File: config.mk
export PLATFORM = sky130hd
export DESIGN_NAME = ccx_cken_seq
export DESIGN_NICKNAME = d
export VERILOG_FILES = /design/src/rtl/ccx_cken_seq.sv
export SDC_FILE = /design/constraint.sdc
export NUM_CORES = 1
export LEC_CHECK = 0
export ABC_AREA = 1
export CORE_MARGIN = 2
export CORE_UTILIZATION = 55
export DETAILED_ROUTE_END_ITERATION = 10
export PLACE_DENSITY = 0.79
export SETUP_SLACK_MARGIN = 0.02
export SYNTH_ARGS = -nofsm -noshare
export SYNTH_HDL_FRONTEND = slang
export SYNTH_SLANG_ARGS = --single-unit
File: constraint.sdc
create_clock -name rclk -period 3.8 [get_ports rclk]
set_clock_uncertainty 0.2 [all_clocks]
set_input_delay 0.57 -clock rclk [delete_from_list [all_inputs] [get_ports rclk]]
set_output_delay 0.57 -clock rclk [all_outputs]
set_load 0.01 [all_outputs]
File: src/rtl/ccx_cken_seq.sv
// Cluster clock-header sequencer: staggered cken power-up, reset/debug-init release, ordered power-down.
// Optional `CCX_CKEN_SCAN_OVR_EN forces cluster_cken to all ones while se=1.
module ccx_cken_seq #(
  parameter int NCLUST = 4,
  parameter int GAP_W  = 4,
  parameter int SETTLE = 8
) (
  input  logic              rclk,
  input  logic              arst_l,
  input  logic              start,
  input  logic              stop,
  input  logic              dbg_req,
  input  logic [GAP_W-1:0]  gap,
  input  logic              se,
  output logic [NCLUST-1:0] cluster_cken,
  output logic              cluster_grst_l,
  output logic              dbginit_l,
  output logic              busy,
  output logic              done
);

  // state   | meaning
  // IDLE    | all clocks off, waiting for start
  // ENABLE  | raising cken bits in ascending order, gap_q cycles apart
  // SETTLE  | all clocks on, waiting SETTLE cycles before reset release
  // RUN     | clusters out of reset
  // DBG     | debug-init held low for SETTLE cycles
  // DISABLE | clearing cken bits in descending order, gap_q cycles apart
  typedef enum logic [2:0] {
    IDLE, ENABLE, SETTLE_ST, RUN, DBG, DISABLE
  } state_t;

  localparam int IDX_W = $clog2(NCLUST);
  localparam int SET_W = $clog2(SETTLE);
  localparam int CNT_W = (GAP_W > SET_W) ? GAP_W : SET_W;
  localparam logic [CNT_W-1:0] SETTLE_LD   = CNT_W'(SETTLE - 1);
  localparam logic [IDX_W-1:0] IDX_LAST_EN = IDX_W'(NCLUST - 2);
  localparam logic [IDX_W-1:0] IDX_ONE     = IDX_W'(1);

  state_t             state, state_n;
  logic [IDX_W-1:0]   idx, idx_n, hi_idx;
  logic [CNT_W-1:0]   cnt, cnt_n;
  logic [GAP_W-1:0]   gap_q, gap_q_n;
  logic [NCLUST-1:0]  cken_q, cken_n;
  logic               grst_q, grst_n;
  logic               dbg_q, dbg_n;
  logic               busy_n, done_n;
  logic               abort;

  // cken is always a contiguous run from bit 0, so the top set bit is the disable start point
  always_comb begin
    hi_idx = '0;
    for (int i = 0; i < NCLUST; i++) begin
      if (cken_q[i]) hi_idx = IDX_W'(i);
    end
  end

  assign abort = stop && (state == ENABLE || state == SETTLE_ST ||
                          state == RUN || state == DBG);

  always_comb begin
    state_n = state;
    idx_n   = idx;
    cnt_n   = cnt;
    gap_q_n = gap_q;
    cken_n  = cken_q;
    grst_n  = grst_q;
    dbg_n   = dbg_q;
    done_n  = 1'b0;

    if (abort) begin
      grst_n  = 1'b0;
      dbg_n   = 1'b0;
      gap_q_n = gap;
      cnt_n   = CNT_W'(gap);
      idx_n   = hi_idx;
      cken_n  = cken_q >> 1;
      if (hi_idx == '0) begin
        done_n  = 1'b1;
        state_n = IDLE;
      end else begin
        state_n = DISABLE;
      end
    end else begin
      case (state)
        IDLE: begin
          if (start) begin
            gap_q_n = gap;
            cnt_n   = CNT_W'(gap);
            idx_n   = '0;
            cken_n  = {{(NCLUST-1){1'b0}}, 1'b1};
            state_n = ENABLE;
          end
        end
        ENABLE: begin
          if (cnt == '0) begin
            cken_n = {cken_q[NCLUST-2:0], 1'b1};
            idx_n  = idx + 1'b1;
            if (idx == IDX_LAST_EN) begin
              cnt_n   = SETTLE_LD;
              state_n = SETTLE_ST;
            end else begin
              cnt_n = CNT_W'(gap_q);
            end
          end else begin
            cnt_n = cnt - 1'b1;
          end
        end
        SETTLE_ST: begin
          if (cnt == '0) begin
            grst_n  = 1'b1;
            dbg_n   = 1'b1;
            done_n  = 1'b1;
            state_n = RUN;
          end else begin
            cnt_n = cnt - 1'b1;
          end
        end
        RUN: begin
          if (dbg_req) begin
            dbg_n   = 1'b0;
            cnt_n   = SETTLE_LD;
            state_n = DBG;
          end
        end
        DBG: begin
          if (cnt == '0) begin
            dbg_n   = 1'b1;
            done_n  = 1'b1;
            state_n = RUN;
          end else begin
            cnt_n = cnt - 1'b1;
          end
        end
        DISABLE: begin
          if (cnt == '0) begin
            cken_n = cken_q >> 1;
            idx_n  = idx - 1'b1;
            cnt_n  = CNT_W'(gap_q);
            if (idx == IDX_ONE) begin
              done_n  = 1'b1;
              state_n = IDLE;
            end
          end else begin
            cnt_n = cnt - 1'b1;
          end
        end
        default: state_n = IDLE;
      endcase
    end
  end

  assign busy_n = (state_n == ENABLE) || (state_n == SETTLE_ST) ||
                  (state_n == DBG)    || (state_n == DISABLE);

  always_ff @(posedge rclk or negedge arst_l) begin
    if (!arst_l) begin
      state  <= IDLE;
      idx    <= '0;
      cnt    <= '0;
      gap_q  <= '0;
      cken_q <= '0;
      grst_q <= 1'b0;
      dbg_q  <= 1'b0;
      busy   <= 1'b0;
      done   <= 1'b0;
    end else begin
      state  <= state_n;
      idx    <= idx_n;
      cnt    <= cnt_n;
      gap_q  <= gap_q_n;
      cken_q <= cken_n;
      grst_q <= grst_n;
      dbg_q  <= dbg_n;
      busy   <= busy_n;
      done   <= done_n;
    end
  end

  assign cluster_grst_l = grst_q;
  assign dbginit_l      = dbg_q;

`ifdef CCX_CKEN_SCAN_OVR_EN
  // scan forces every header on without disturbing the sequencer state
  assign cluster_cken = se ? {NCLUST{1'b1}} : cken_q;
`else
  logic unused_se;
  assign unused_se    = se;
  assign cluster_cken = cken_q;
`endif

endmodule

==> flow_summary.ini, run 1 <==
[yosys]
syn_area_per_cell_um2 = 6.995
synthesis.area_um2 = 1469
yosys_warnings = 0
ys_ff_latch = 21
synthDistinctLibCells = 27
seq_area_frac_synth_pct = 35.78
synthesis.instances = 210
synth_nets = 224

[setup_path]
worstSetupEndpointType = flip-flop
crit_path_start = cnt[0]
crit_family = simple AND/OR/NAND/NOR gates
max_stage_delay_ns = 0.42
path_cells = inv_1 > ha_1 > nand2_1 > inv_1 > nand2_1 > nand3b_2 > inv_1 > nand3_1 > nand2_1
rr_worst_depth = 9
cp_slowest_cell = dfrtp_1
cp_max_fo = 11
worstSetupPathType = reg -> reg
critPathBufInv = 3
cp.required_ns = 3.80
path_depth = 9
cp.arrival_ns = 2.16
start_kind = flip-flop
r2r_start = cnt[0]

[drt]
vias_per_cell = 5.339
drc = 0
drt_iter0_markers = 60
drtPass1Iterations = 4
postRouteAntennaNets = 0
via_count = 1372
drt_wl_total_um = 3136
wl_per_cell_um = 12.20

[timing]
tns_ns = 0
max_slew_margin_pct = 35.80
timing_hold_violations_final = 0
fmax_ghz = 0.4615
tightest_slew_ns = 0.9600
period_minus_slack_ns = 2.167
drv_slew = 0
rsz0062_at_grt = no
post-route-period-util_pct = 57.02
setup-violations-final = 0

[cts]
cts.clk_slew.worst_paths_ns = 0.11
root_buffer = clkbuf_4
cts_resized = 0
worstSkewPairLatency_ns = 0.31
post_cts_buffers = 0
ctsHoldBuffers = 0
cts_max_path_buffers = 2
cts_htree_levels = 1
cts_tree = yes
cts.sinks = 21
cts_buffers = 3

[floorplanning]
die_x_um = 55.68
io_pins = 18
dieArea_um2 = 3100
core_area_um2 = 2500
start_util_pct = 58.76
die_h_um = 55.68
fp-row-count = 18

[power]
p_total_mw = 1.299
leakage_nw = 0.8982
irDropWorstVdd_uv = 426.2
power_density_nw_per_um2 = 784.1

[worst_hold_path]
min_from = cnt[1]
min_path_cells = 2
min_path_type = reg -> reg

[place]
gp_congestion = 0.8437
place_hpwl_um = 2389
port_buffers = 16

[cells_and_area]
num_antenna_cells = 0
fin_nets = 242
fill_cells = 223
drive_above_1_share_pct = 10.57
syn2layout_area_growth_pct = 12.78

[status]
status = finished, final reports clean

[flow_run]
cap_violations = 0

[global_route]
first_global_vias = 1329
grt_util_all_layers_pct = 21.92
grt_max_degree = 22
antenna_found_initial = 0
grt_pass1_wl_um = 5568
grt_overflow_total = 0
## sequential cells by signal, summed over array words and instances, names as in the netlist
name / flops
cluster_cken: 4
cluster_grst_l: 1
cnt: 4
state: 3
idx: 2
dbginit_l: 1
busy: 1
gap_q: 4
done: 1
## cell usage after synthesis
| library cell | count | share of area (%) |
|---|---|---|
| nand2_2 | 9 | 3.8 |
| nand4_1 | 1 | 0.43 |
| ha_1 | 4 | 3.4 |
| o21ai_0 | 9 | 3.1 |
| inv_2 | 1 | 0.26 |
| buf_6 | 1 | 0.77 |
| buf_2 | 1 | 0.34 |
| dfrtp_1 | 21 | 36 |
| inv_1 | 35 | 8.9 |
| buf_12 | 1 | 1.4 |
| or2_2 | 1 | 0.43 |
| nand3_1 | 24 | 8.2 |
| nand2_4 | 2 | 1.5 |
| o21ai_2 | 5 | 3.0 |
| nand2_1 | 62 | 16 |
| o21ai_1 | 2 | 0.68 |
| o211ai_1 | 1 | 0.51 |
| o21ai_4 | 1 | 1.1 |
| a21oi_1 | 5 | 1.7 |
| o22ai_1 | 1 | 0.43 |
| nor3_1 | 1 | 0.34 |
| xnor2_1 | 1 | 0.60 |
| a21boi_4 | 1 | 1.3 |
| nor2_1 | 17 | 4.3 |
| o21bai_1 | 1 | 0.51 |
| o2111ai_1 | 1 | 0.60 |
| nand3b_2 | 1 | 0.77 |
## power by group
group	internal [mW]	switching (mW)
logic	0.295	0.506
registers	0.312	0.0764
clock network	0.0409	0.0693
## routing by layer
metal  wire [um]  up-vias  GRT usage, %
met5           0        -             0
met1        1405      633         28.32
met3         173        4         3.023
li1            -      689             -
met2        1531       46         37.93
met4          25        0         6.620
## kinds of logic after synthesis
| kind of cell | count (synthesis) | synth area share, % |
|---|---|---|
| DFF | 21 | 35.77 |
| and+or+nand+nor | 118 | 35.69 |
| xor gates and xnor gates | 1 | 0.5964 |
| AOI/OAI and AO/OA | 27 | 12.86 |
| buffers and inverters | 39 | 11.67 |
| adders and majority gates | 4 | 3.407 |
## per-stage QoR
| stage | setup slack (ns) | utilization (%) | cells | hold WS, ns | cell area [um2] |
|---|---|---|---|---|---|
| 2_1_floorplan | 2.101 | - | 210 | 0.07441 | 1469 |
| 3_3_place_gp | 1.438 | 65.22 | 253 | 0.2597 | 1630 |
| 3_5_place_dp | 1.390 | 65.22 | 253 | 0.2795 | 1630 |
| 4_1_cts | 1.647 | 66.27 | 257 | 0.3063 | 1657 |
| 5_1_grt | 1.425 | 66.27 | 257 | 0.3244 | 1657 |
| 6_report | 1.633 | 66.27 | 257 | 0.3044 | 1657 |
## worst reg2reg max path, cell delays in order, from the launching register on
cell and delay (ns):
dfrtp_1 0.42, inv_1 0.15, ha_1 0.21, nand2_1 0.22, inv_1 0.29, nand2_1 0.16, nand3b_2 0.16, inv_1 0.11
nand3_1 0.10, nand2_1 0.05
## final timing paths
kind	slack [ns]	to
worst max-delay path	1.63	cnt[0]
worst max register to register	1.63	cnt[0]
worst min-delay path	0.30	cnt[1]
min in group asynchronous	0.58	done
max in group asynchronous	2.22	idx[0]
worst min register to register	0.30	cnt[1]
## cell usage in the layout, fill, tap and decap left out, types with 2 or more instances in the layout
cell,n
clkbuf_4,3
clkdlybuf4s50_1,16
ha_1,4
nand2_2,9
o21ai_2,5
o21ai_0,9
dfrtp_1,21
o21ai_1,2
inv_1,35
nand2_1,62
a21oi_1,5
nor2_1,17
nand3_1,24
nand2_4,2
## area by class of cell
type	instances	area [um2]	area share (%)
inverters	36	135.1	8.157
flip-flops and latches	21	525.5	31.72
clock buffers	4	26.28	1.586
repair buffers	16	160.2	9.668
multi-input cells	150	772.0	46.60
well taps	30	37.54	2.266
No activity file was read; power rests on OpenSTA's default activity.
==> inputs of run 2 (changes only) <==
- CORE_UTILIZATION: 55 -> 50
- PLACE_DENSITY: 0.79 -> 0.76
- clock period: 3.8 -> 1.73 ns (I/O delays scaled with it)
==> flow_summary.ini, run 2 (synthesis gave the netlist of run 1 again) <==
[power]
irDropWorstVdd_uv = 1401
power_density_nw_per_um2 = 1780
p_total_mw = 3.698
leakage_nw = 1.193

[setup_path]
regToRegSetupSlack_ns = 0.004
cp.required_ns = 1.75
path_cells = inv_2 > ha_4 > nand2_2 > buf_4 > or2_2 > nand3_1 > nand2_1 > nand3_2 > nand2_1
r2r_end = cnt[3]
r2r_start = cnt[1]
max_stage_delay_ns = 0.41
cp.arrival_ns = 1.75
rr_worst_depth = 9
cp_slowest_cell = dfrtp_1
worstSetupEndpointType = flip-flop
cp_max_fo = 6
worstSetupPathType = reg -> reg
crit_path_start = cnt[1]
crit_top_cell = nand2_1
start_kind = flip-flop

[floorplanning]
fp-row-count = 19
io_pins = 18
start_util_pct = 52.81
die_h_um = 58.20
die_x_um = 58.20
dieArea_um2 = 3387
core_area_um2 = 2781

[cts]
cts_max_path_buffers = 2
cts_buffers = 3
cts.clk_slew.worst_paths_ns = 0.12
root_buffer = clkbuf_4
ctsHoldBuffers = 0
cts_htree_levels = 1
worstSkewPairLatency_ns = 0.32
cts.sinks = 21
cts_tree = yes

[drt]
postRouteAntennaNets = 0
via_count = 1477
drt_iter0_markers = 67
vias_per_cell = 5.041
wl_per_cell_um = 12.47
top_layer = met4
dr_wl_met3_um = 158
met2_wirelength_um = 1810
drc = 0
drtPass1Iterations = 4
met1_length_um = 1623
drt_wl_total_um = 3655

[status]
status = finished, final reports clean

[timing]
fmax_ghz = 0.5794
postLayoutSetupSlackWorst_ns = 0.004003
tightest_slew_ns = 0.3518
rsz0062_at_grt = yes
drv_slew = 0
timing_hold_violations_final = 0
max_slew_margin_pct = 76.48
period_minus_slack_ns = 1.726
post-route-period-util_pct = 99.77
setup-violations-final = 0

[place]
dpl.cell_count = 282
pre_cts_ws_ns = -0.09195
port_buffers = 16
gp_congestion = 0.9363
place_hpwl_um = 2529
dpl-instance-area_um2 = 1854

[cells_and_area]
final_common_cell = nand2_1
fin_nets = 277
final_cell_mix = 56 x nand2_1, 32 x buf_4, 31 x inv_1
final_cell_count_no_fill = 293
syn2layout_area_growth_pct = 41.40
fin_area_um2 = 2077
drive_above_1_share_pct = 33.59
num_antenna_cells = 0

[global_route]
first_global_vias = 1412
grt_pass1_wl_um = 5865
grt_max_degree = 22
antenna_found_initial = 0
grt_util_all_layers_pct = 22.45
grt_overflow_total = 0

[worst_hold_path]
min_path_type = in -> async

[flow_run]
cap_violations = 0
-- run 2: changes by cell type in the layout (fill, tap and decap cells not counted), moves of 5 or more --
cell	delta
buf_4	+32
clkdlybuf4s50_1	-6
dlymetal6s2s_1	+6
nand2_1	-6
nand3_1	-5
nand3_2	+5
-- run 2: worst max-delay path: cells and delay by family (launching register included) --
family	cells	cell delay, ns
fa+ha+maj	1	0.14
flops	1	0.41
buf+inv	2	0.24
simple gates	6	0.64
-- run 2: metrics by stage --
step                TNS (ns)  util (%)  hold slack (ns)
global route         -0.5688     74.67          0.07956
global placement     -0.7512     66.67           0.2561
floorplan                  0         -          -0.2361
detailed placement   -0.6987     66.67           0.2655
CTS                        0     70.09          0.07800
finish                     0     74.67          0.06761
-- run 2: worst max-delay path by stage --
stage,slack [ns],endpoint
finish,0.004,cnt[3]
global route,-0.07,dbginit_l
CTS,0.02,cnt[1]
detailed placement,-0.09,cnt[1]
global placement,-0.1,idx[1]
floorplan,0.03,cnt[3]
-- run 2: final cells by class --
| class | instances | area [um2] |
|---|---|---|
| multi-input cells | 150 | 887.1 |
| fillers | 210 | 704.4 |
| flip-flops and latches | 21 | 530.5 |
| repair buffers | 51 | 457.9 |
| inverters | 36 | 135.1 |
| well taps | 31 | 38.79 |
| clock buffers | 3 | 22.52 |
| clock inverters | 1 | 5.005 |
-- run 2: what timing repair did --
action,4_1_cts,5_1_grt
gates resized for setup,11,33
buffers inserted,5,2
endpoints found under the setup margin,11,20
pin swaps,1,8
gates cloned,0,0
-- run 2: power breakdown --
group,internal (mW),leakage (nW),switching [mW]
clock,0.0868,0.0177,0.157
combinational,1.19,0.913,1.44
sequential,0.689,0.262,0.132
-- run 2: routing by layer --
metal,up-vias,global-route usage [%]
met4,0,5.648
met3,6,4.911
li1,762,-
met2,32,38.64
met1,677,28.59
met5,-,0
